## config.mk

```make
export PLATFORM = sky130hd
export DESIGN_NAME = rggen_bit_field_initiator
export DESIGN_NICKNAME = d
export VERILOG_FILES = /design/src/rtl/rggen_bit_field_initiator.sv
export SDC_FILE = /design/constraint.sdc
export NUM_CORES = 1
export LEC_CHECK = 0
export ABC_AREA = 1
export CORE_MARGIN = 2
export CORE_UTILIZATION = 36
export DETAILED_ROUTE_END_ITERATION = 8
export GPL_ROUTABILITY_DRIVEN = 0
export PLACE_DENSITY = 0.73
export SLEW_MARGIN = 40
export SYNTH_ARGS = -nofsm -noshare
export SYNTH_HDL_FRONTEND = slang
export SYNTH_SLANG_ARGS = --single-unit
```

## constraint.sdc

```tcl
create_clock -name i_clk -period 3.2 [get_ports i_clk]
set_clock_uncertainty 0.1 [all_clocks]
set_input_delay 0.96 -clock i_clk [delete_from_list [all_inputs] [get_ports i_clk]]
set_output_delay 0.96 -clock i_clk [all_outputs]
set_load 0.05 [all_outputs]
```

## src/rtl/rggen_bit_field_initiator.sv

```systemverilog
// Bridges a valid/ready request/response bus onto a single rggen bit field interface.
// Optional macro RGGEN_BIT_FIELD_INITIATOR_DECODE_ERROR_EN reports address misses as errors.
module rggen_bit_field_initiator #(
    parameter int                       ADDRESS_WIDTH    = 8,
    parameter int                       DATA_WIDTH       = 32,
    parameter logic [ADDRESS_WIDTH-1:0] REGISTER_ADDRESS = '0
) (
    input  logic                      i_clk,
    input  logic                      i_rst_n,
    input  logic                      i_request_valid,
    output logic                      o_request_ready,
    input  logic [ADDRESS_WIDTH-1:0]  i_request_address,
    input  logic                      i_request_write,
    input  logic [DATA_WIDTH-1:0]     i_request_write_data,
    input  logic [DATA_WIDTH/8-1:0]   i_request_strobe,
    output logic                      o_response_valid,
    input  logic                      i_response_ready,
    output logic [DATA_WIDTH-1:0]     o_response_read_data,
    output logic                      o_response_error,
    output logic                      o_bf_valid,
    output logic [DATA_WIDTH-1:0]     o_bf_read_mask,
    output logic [DATA_WIDTH-1:0]     o_bf_write_mask,
    output logic [DATA_WIDTH-1:0]     o_bf_write_data,
    input  logic [DATA_WIDTH-1:0]     i_bf_read_data
);

    localparam int STROBE_WIDTH = DATA_WIDTH / 8;
    localparam int LSB          = $clog2(STROBE_WIDTH);
    // Byte-offset bits inside the register word take no part in decoding.
    localparam logic [ADDRESS_WIDTH-1:0] ADDRESS_MASK = {ADDRESS_WIDTH{1'b1}} << LSB;

    typedef enum logic [1:0] {
        IDLE,
        ACCESS,
        RESPONSE
    } state_e;

    state_e                    state_q, state_d;
    logic [ADDRESS_WIDTH-1:0]  address_q, address_d;
    logic                      write_q, write_d;
    logic [DATA_WIDTH-1:0]     write_data_q, write_data_d;
    logic [STROBE_WIDTH-1:0]   strobe_q, strobe_d;
    logic [DATA_WIDTH-1:0]     read_data_q, read_data_d;
    logic                      error_q, error_d;
    logic                      hit;

    assign hit = ((address_q ^ REGISTER_ADDRESS) & ADDRESS_MASK) == '0;

    always_ff @(posedge i_clk or negedge i_rst_n) begin
        if (!i_rst_n) begin
            state_q      <= IDLE;
            address_q    <= '0;
            write_q      <= 1'b0;
            write_data_q <= '0;
            strobe_q     <= '0;
            read_data_q  <= '0;
            error_q      <= 1'b0;
        end else begin
            state_q      <= state_d;
            address_q    <= address_d;
            write_q      <= write_d;
            write_data_q <= write_data_d;
            strobe_q     <= strobe_d;
            read_data_q  <= read_data_d;
            error_q      <= error_d;
        end
    end

    always_comb begin
        state_d      = state_q;
        address_d    = address_q;
        write_d      = write_q;
        write_data_d = write_data_q;
        strobe_d     = strobe_q;
        read_data_d  = read_data_q;
        error_d      = error_q;
        case (state_q)
            IDLE: begin
                if (i_request_valid) begin
                    state_d      = ACCESS;
                    address_d    = i_request_address;
                    write_d      = i_request_write;
                    write_data_d = i_request_write_data;
                    strobe_d     = i_request_strobe;
                end
            end
            ACCESS: begin
                state_d     = RESPONSE;
                read_data_d = (hit && !write_q) ? i_bf_read_data : '0;
`ifdef RGGEN_BIT_FIELD_INITIATOR_DECODE_ERROR_EN
                error_d     = !hit;
`else
                error_d     = 1'b0;
`endif
            end
            RESPONSE: begin
                if (i_response_ready) begin
                    state_d     = IDLE;
                    read_data_d = '0;
                    error_d     = 1'b0;
                end
            end
            default: state_d = IDLE;
        endcase
    end

    // Strobes exist only during the single ACCESS cycle, so read side effects fire once.
    always_comb begin
        o_bf_valid      = 1'b0;
        o_bf_read_mask  = '0;
        o_bf_write_mask = '0;
        o_bf_write_data = '0;
        if (state_q == ACCESS && hit) begin
            o_bf_valid = 1'b1;
            if (write_q) begin
                for (int i = 0; i < STROBE_WIDTH; i++) begin
                    o_bf_write_mask[i*8 +: 8] = {8{strobe_q[i]}};
                end
                o_bf_write_data = write_data_q;
            end else begin
                o_bf_read_mask = '1;
            end
        end
    end

    assign o_request_ready      = (state_q == IDLE) && i_rst_n;
    assign o_response_valid     = (state_q == RESPONSE);
    assign o_response_read_data = read_data_q;
    assign o_response_error     = error_q;

endmodule
```

==> metrics.csv, run 1 <==
metric,value,unit
ys_ff_latch,77,
drtIter0Drc,184,
syn_area,4060,um^2
layout.nets,738,
cp-end-kind,primary output,
rsz0062_at_grt,no,
p_per_area,569,nW/um^2
clock_sinks,77,
holdBufCountCts,0,
n_antenna_cell,0,
crit_type,reg2out,
r2r_setup_slack,1.54,ns
cts_tree,yes,
grt_pass1_wl,17000,um
numCtsBuffers,9,
post-place-ws,0.506,ns
first_global_vias,3445,
ant_nets,0,
ir_drop,0.315,mV
period_needed,3.02,ns
fin_setup_tns,0,ns
hold_viol_final,0,
post-cts-setup-buffers,0,
post-route-drc-count,0,
status,completed,
slew_violations,0,
synth_top_cell_by_area,dfrtp_1,
critPathMaxFanout,28,
synthCells,510,
layout_commonest_cell,clkdlybuf4s50_1,
pin_count,213,
htreeDepth,3,
fillCellCount,873,
clock_path_buffers,2,
cp.arrival,1.96,ns
worst_pin_slew,0.696,ns
via_count,3591,
r2r-start,state_q[1]$_DFFE_PN0P_,
cp-start-kind,flop,
cp.required,2.14,ns
clock_latency,0.33,ns
r2r_cells,6,
whs_endpoint,o_response_read_data[3]$_DFFE_PN0P_,
wirelength,10800,um
avgRoutedWirePerCell,13.5,um
synthTopCellsByArea,"dfrtp_1 47%, buf_4 11%, nand3_1 7.9%",
rows,38,
worst_slack,0.180,ns
chipWidth,110,um
drive_gt1_share,25.1,%
fp.coreArea,10900,um^2
die_area,12100,um^2
p_total,4.05,mW
ys_seq_area_share,47.5,%
ys_warn_count,0,
fmax,331,MHz
viasPerCell,4.48,
track_usage,18.1,%
max-slew-margin-rel,53.6,%
start_util,37.1,%
areaGrowthSynthToFinish,75.4,%
whs,0.412,ns
setup-violations-final,0,
hold_start,o_response_read_data[3]$_DFFE_PN0P_,
grt_antenna_before_repair,0,
grt_overflow_total,0,
cts_resized,0,
drv_cap,0,
finalCritPeriodShare,94.4,%
dp_hpwl,8160,um
cts_root_buf,clkbuf_16,
p_leak,3.34,nW
io_buffers,209,
grt_max_degree,78,
yosysTopAreaCellShare,47.5,%
die_y,110,um
syn-num-nets,591,
clkSlewWorstSetupHoldPaths,0.06,ns
mostFrequentLayoutCells,"110 x clkdlybuf4s50_1, 99 x buf_12, 83 x nand2_1, 77 x inv_1, 77 x dfrtp_1",
r2r-end,o_response_read_data[31]$_DFFE_PN0P_,
final_core_util,65.1,%
synth.distinct_cells,19,
first_pass_iters,5,
hold_depth,2,
synth_area_per_cell,7.96,um^2
hold_path.class,reg2reg,
==> sequential cells by signal (all words and copies together) (netlist names) <==
signal / count
write_q: 1
o_response_read_data: 32
strobe_q: 4
write_data_q: 32
address_q: 6
state_q: 2
==> report_power, final <==
part           switching, mW  leakage (nW)  total (mW)  internal (mW)
Sequential             0.119          1.00        1.41           1.29
Clock                  0.404         0.136       0.931          0.527
Combinational           1.13          2.20        1.71          0.583
==> layer usage <==
metal | track usage [%] | up-vias | wire, um
met5 | 0 | - | 0
met4 | 4.82 | 0 | 116
met3 | 5.64 | 9 | 911
met2 | 30.8 | 147 | 5380
met1 | 22.2 | 1659 | 4400
li1 | - | 1776 | -
==> logic make-up after synthesis <==
| logic type | share of synthesized area [%] |
|---|---|
| AOI/OAI and AO/OA | 5.30 |
| buffers and inverters | 21.9 |
| DFF | 47.5 |
| other | 0.0924 |
| and+or+nand+nor | 25.2 |
==> critical path, stage by stage, from the launching register on <==
cell and delay [ns]:
dfrtp_1 0.40, inv_1 0.09, nand2_2 0.08, nor2_4 0.15, nand3_4 0.16, buf_4 0.32
nor2_1 0.25, buf_12 0.17
==> synthesized netlist by cell type (all sizes together) <==
library cell,count
nand3,65
conb,1
nand2,84
buf,80
o21ai,43
nor2,73
dfrtp,77
inv,78
clkbuf,8
nor3b,1
==> through the flow <==
stage          cell area, um^2  std cells
2_1_floorplan             4070        510
3_3_place_gp              6840        786
3_5_place_dp              6840        786
4_1_cts                   7120        802
5_1_grt                   7120        802
6_report                  7120        802
==> area by class of cell <==
class	instances	area, um^2	share of cell area [%]
Clock inverter	7	48.8	0.686
Sequential cell	77	1930	27.1
Inverter	78	293	4.11
Tap cell	140	175	2.46
Clock buffer	9	225	3.16
Timing Repair Buffer	224	3200	45.0
Multi-Input combinational cell	267	1250	17.5
==> worst max-delay path by stage <==
stage | startpoint | end | slack, ns
after floorplan | state_q[1]$_DFFE_PN0P_ | o_bf_write_mask[25] | 0.02
after global placement | state_q[1]$_DFFE_PN0P_ | o_bf_write_data[1] | 0.56
after detailed placement | state_q[1]$_DFFE_PN0P_ | o_bf_write_data[1] | 0.51
after CTS | state_q[1]$_DFFE_PN0P_ | o_bf_write_data[1] | 0.14
after global routing | state_q[1]$_DFFE_PN0P_ | o_bf_write_data[1] | 0.02
final | state_q[1]$_DFFE_PN0P_ | o_bf_write_data[1] | 0.18
(Power assumes the default switching activity.)
==> run 2: changes to the inputs <==
--- a/config.mk
+++ b/config.mk
@@ -6,6 +6,7 @@
 export NUM_CORES = 1
 export LEC_CHECK = 0
 export ABC_AREA = 1
+export ABC_CLOCK_PERIOD_IN_PS = 2600
 export CORE_MARGIN = 2
 export CORE_UTILIZATION = 36
 export DETAILED_ROUTE_END_ITERATION = 8
==> constraint.sdc (replaced) <==
create_clock -name i_clk -period 2.6 [get_ports i_clk]
set_clock_uncertainty 0.1 [all_clocks]
set_input_delay 0.78 -clock i_clk [delete_from_list [all_inputs] [get_ports i_clk]]
set_output_delay 0.78 -clock i_clk [all_outputs]
set_load 0.05 [all_outputs]
==> run 2 against run 1 <==
The run now ends with setup timing left. Cell area rose by 3.8%. Clock-buffer cell count did not move. Non-clock buffer count rose by 9. Highest routed layer unchanged. Flip-flop and latch count did not move. Critical path depth rose by 1. Setup slack got worse by 0.22 ns. Critical endpoint is now o_bf_write_mask[22]. Core utilization rose by 2.5 points. Global-route usage rose by 1.1 points. Die area did not move. Register-to-register slack got worse by 0.60 ns.
==> metrics.csv, run 2 (synthesis results as in run 1) <==
metric,value,unit,change
numCtsBuffers,9,,unchanged
cts_root_buf,clkbuf_16,,
violations,setup timing,,
critPathMaxFanout,36,,+29%
status,"complete, but fails checks",,
grt_overflow_total,0,,unchanged
final_core_util,67.5,%,+2.5 points
areaGrowthSynthToFinish,82.0,%,
place_inst,787,,+0.13%
rsz0062_at_grt,yes,,
drtIter0Drc,291,,+58%
p_total,5.35,mW,+32%
clock_path_buffers,2,,unchanged
n_antenna_cell,0,,unchanged
pin_count,213,,unchanged
cp-end-kind,primary output,,
ir_drop,0.430,mV,+37%
clock_latency,0.32,ns,about the same
max_stage_delay,0.39,ns,about the same
crit_type,reg2out,,
stdcell_count,811,,+1.1%
via_count,3751,,+4.5%
layout.nets,747,,+1.2%
clock_sinks,77,,unchanged
hold_viol_final,0,,unchanged
die_area,12100,um^2,unchanged
max-slew-margin-rel,54.0,%,+0.40 points
cp.depth,8,,+1
cp_cell_sequence,inv_2 -> nand2_4 -> nor2_4 -> nand3_4 -> buf_12 -> nor2_4 -> buf_12 -> buf_12,,
r2r-start,state_q[1]$_DFFE_PN0P_,,
fp.coreArea,10900,um^2,unchanged
period_needed,2.64,ns,
wl_met2,5880,um,+9.3%
cp.required,1.72,ns,-0.42 ns
mostFrequentLayoutCells,"109 x clkdlybuf4s50_1, 107 x buf_12, 79 x nand2_1, 77 x dfrtp_1, 72 x inv_1",,
finalCritPeriodShare,101,%,
dp_hpwl,8150,um,about the same
worst-path-buf-inv,4,,+1
clkSlewWorstSetupHoldPaths,0.06,ns,about the same
grt_pass1_wl,18000,um,+5.7%
hold_start,o_response_read_data[30]$_DFFE_PN0P_,,
drv_cap,0,,unchanged
setup-violations-final,32,,+32
whs_endpoint,o_response_read_data[30]$_DFFE_PN0P_,,
p_leak,3.43,nW,+2.8%
cp-start-kind,flop,,
start_util,37.1,%,unchanged
cp.arrival,1.76,ns,-0.20 ns
fmax,379,MHz,
post-route-drc-count,0,,unchanged
whs,0.404,ns,-0.00774 ns
hold_path.class,reg2reg,,
worst_pin_slew,0.690,ns,-0.00602 ns
cp_top_family,buffers and inverters,,
met3WireLength,1270,um,+40%
drt-met1-wl,4230,um,-4.0%
slew_violations,0,,unchanged
wirelength,11500,um,+6.7%
highest_layer,met4,,
cpMostUsedCell,buf_12,,
layout_commonest_cell,clkdlybuf4s50_1,,
grt_antenna_before_repair,0,,unchanged
ant_nets,0,,unchanged
rows,38,,unchanged
cts_tree,yes,,
drive_gt1_share,27.7,%,+2.6 points
p_per_area,724,nW/um^2,+27%
r2r-end,write_data_q[12]$_DFFE_PN0P_,,
first_global_vias,3680,,+6.8%
hold_depth,2,,unchanged
r2r_cells,7,,+1
slowest_stage,dfrtp_1,,
first_pass_iters,4,,-1
track_usage,19.1,%,+1.1 points
htreeDepth,3,,unchanged
io_buffers,209,,unchanged
r2r_setup_slack,0.94,ns,-0.60 ns
die_y,110,um,unchanged
grt_max_degree,87,,+12%
viasPerCell,4.63,,+3.3%
chipWidth,110,um,unchanged
avgRoutedWirePerCell,14.2,um,+5.5%
worst_slack,-0.0385,ns,-0.218 ns
run 2: worst max-delay path by stage:
stage	from	endpoint	slack, ns
after global placement	state_q[1]$_DFFE_PN0P_	o_bf_read_mask[31]	0.29
after detailed placement	state_q[1]$_DFFE_PN0P_	o_bf_read_mask[24]	0.26
after CTS	address_q[3]$_DFFE_PN0P_	o_bf_write_mask[22]	-0.07
after floorplan	i_rst_n	o_request_ready	-0.21
final	state_q[1]$_DFFE_PN0P_	o_bf_write_mask[22]	-0.04
after global routing	state_q[0]$_DFFE_PN0P_	o_bf_write_mask[15]	-0.12
run 2: worst reg2reg max path, delay by kind of cell, from the launching register on:
family	cells	cell delay, ns
compound gates	1	0.23
buf+inv	4	0.59
flops	1	0.39
simple gates	2	0.20
run 2: final cells by class:
class                   instances  area, um^2
well taps                     140         175
multi-input cells             267        1300
repair buffers                233        3370
clock inverters                 7        97.6
clock buffers                   9         225
inverters                      78         293
flip-flops and latches         77        1930
fillers                       827        3550
run 2: where the power goes:
group          switching [mW]  internal [mW]  total, mW
Combinational            1.45          0.791       2.24
Sequential              0.164           1.59       1.76
Clock                   0.504          0.844       1.35
run 2: metrics by stage:
stage	worst slack (ns)	setup TNS, ns	cell area, um^2
floorplan	-0.206	-4.82	4170
global placement	0.292	0	6950
detailed placement	0.264	0	6960
CTS	-0.0730	-2.18	7370
global route	-0.124	-6.48	7390
finish	-0.0385	-0.836	7390
run 2: timing repair:
item / 4_1_cts / 5_1_grt
buffers inserted: 3 / 5
endpoints found under the setup margin: 69 / 94
cloned: 2 / 0
pin swaps: 2 / 2
hold buffers: 0 / 0
resized for setup: 4 / 14
run 2: routing by layer:
layer	vias to the layer above	global-route usage (%)
met3	12	7.23
met4	0	5.89
met1	1759	22.1
li1	1801	-
met2	179	33.0
met5	-	0
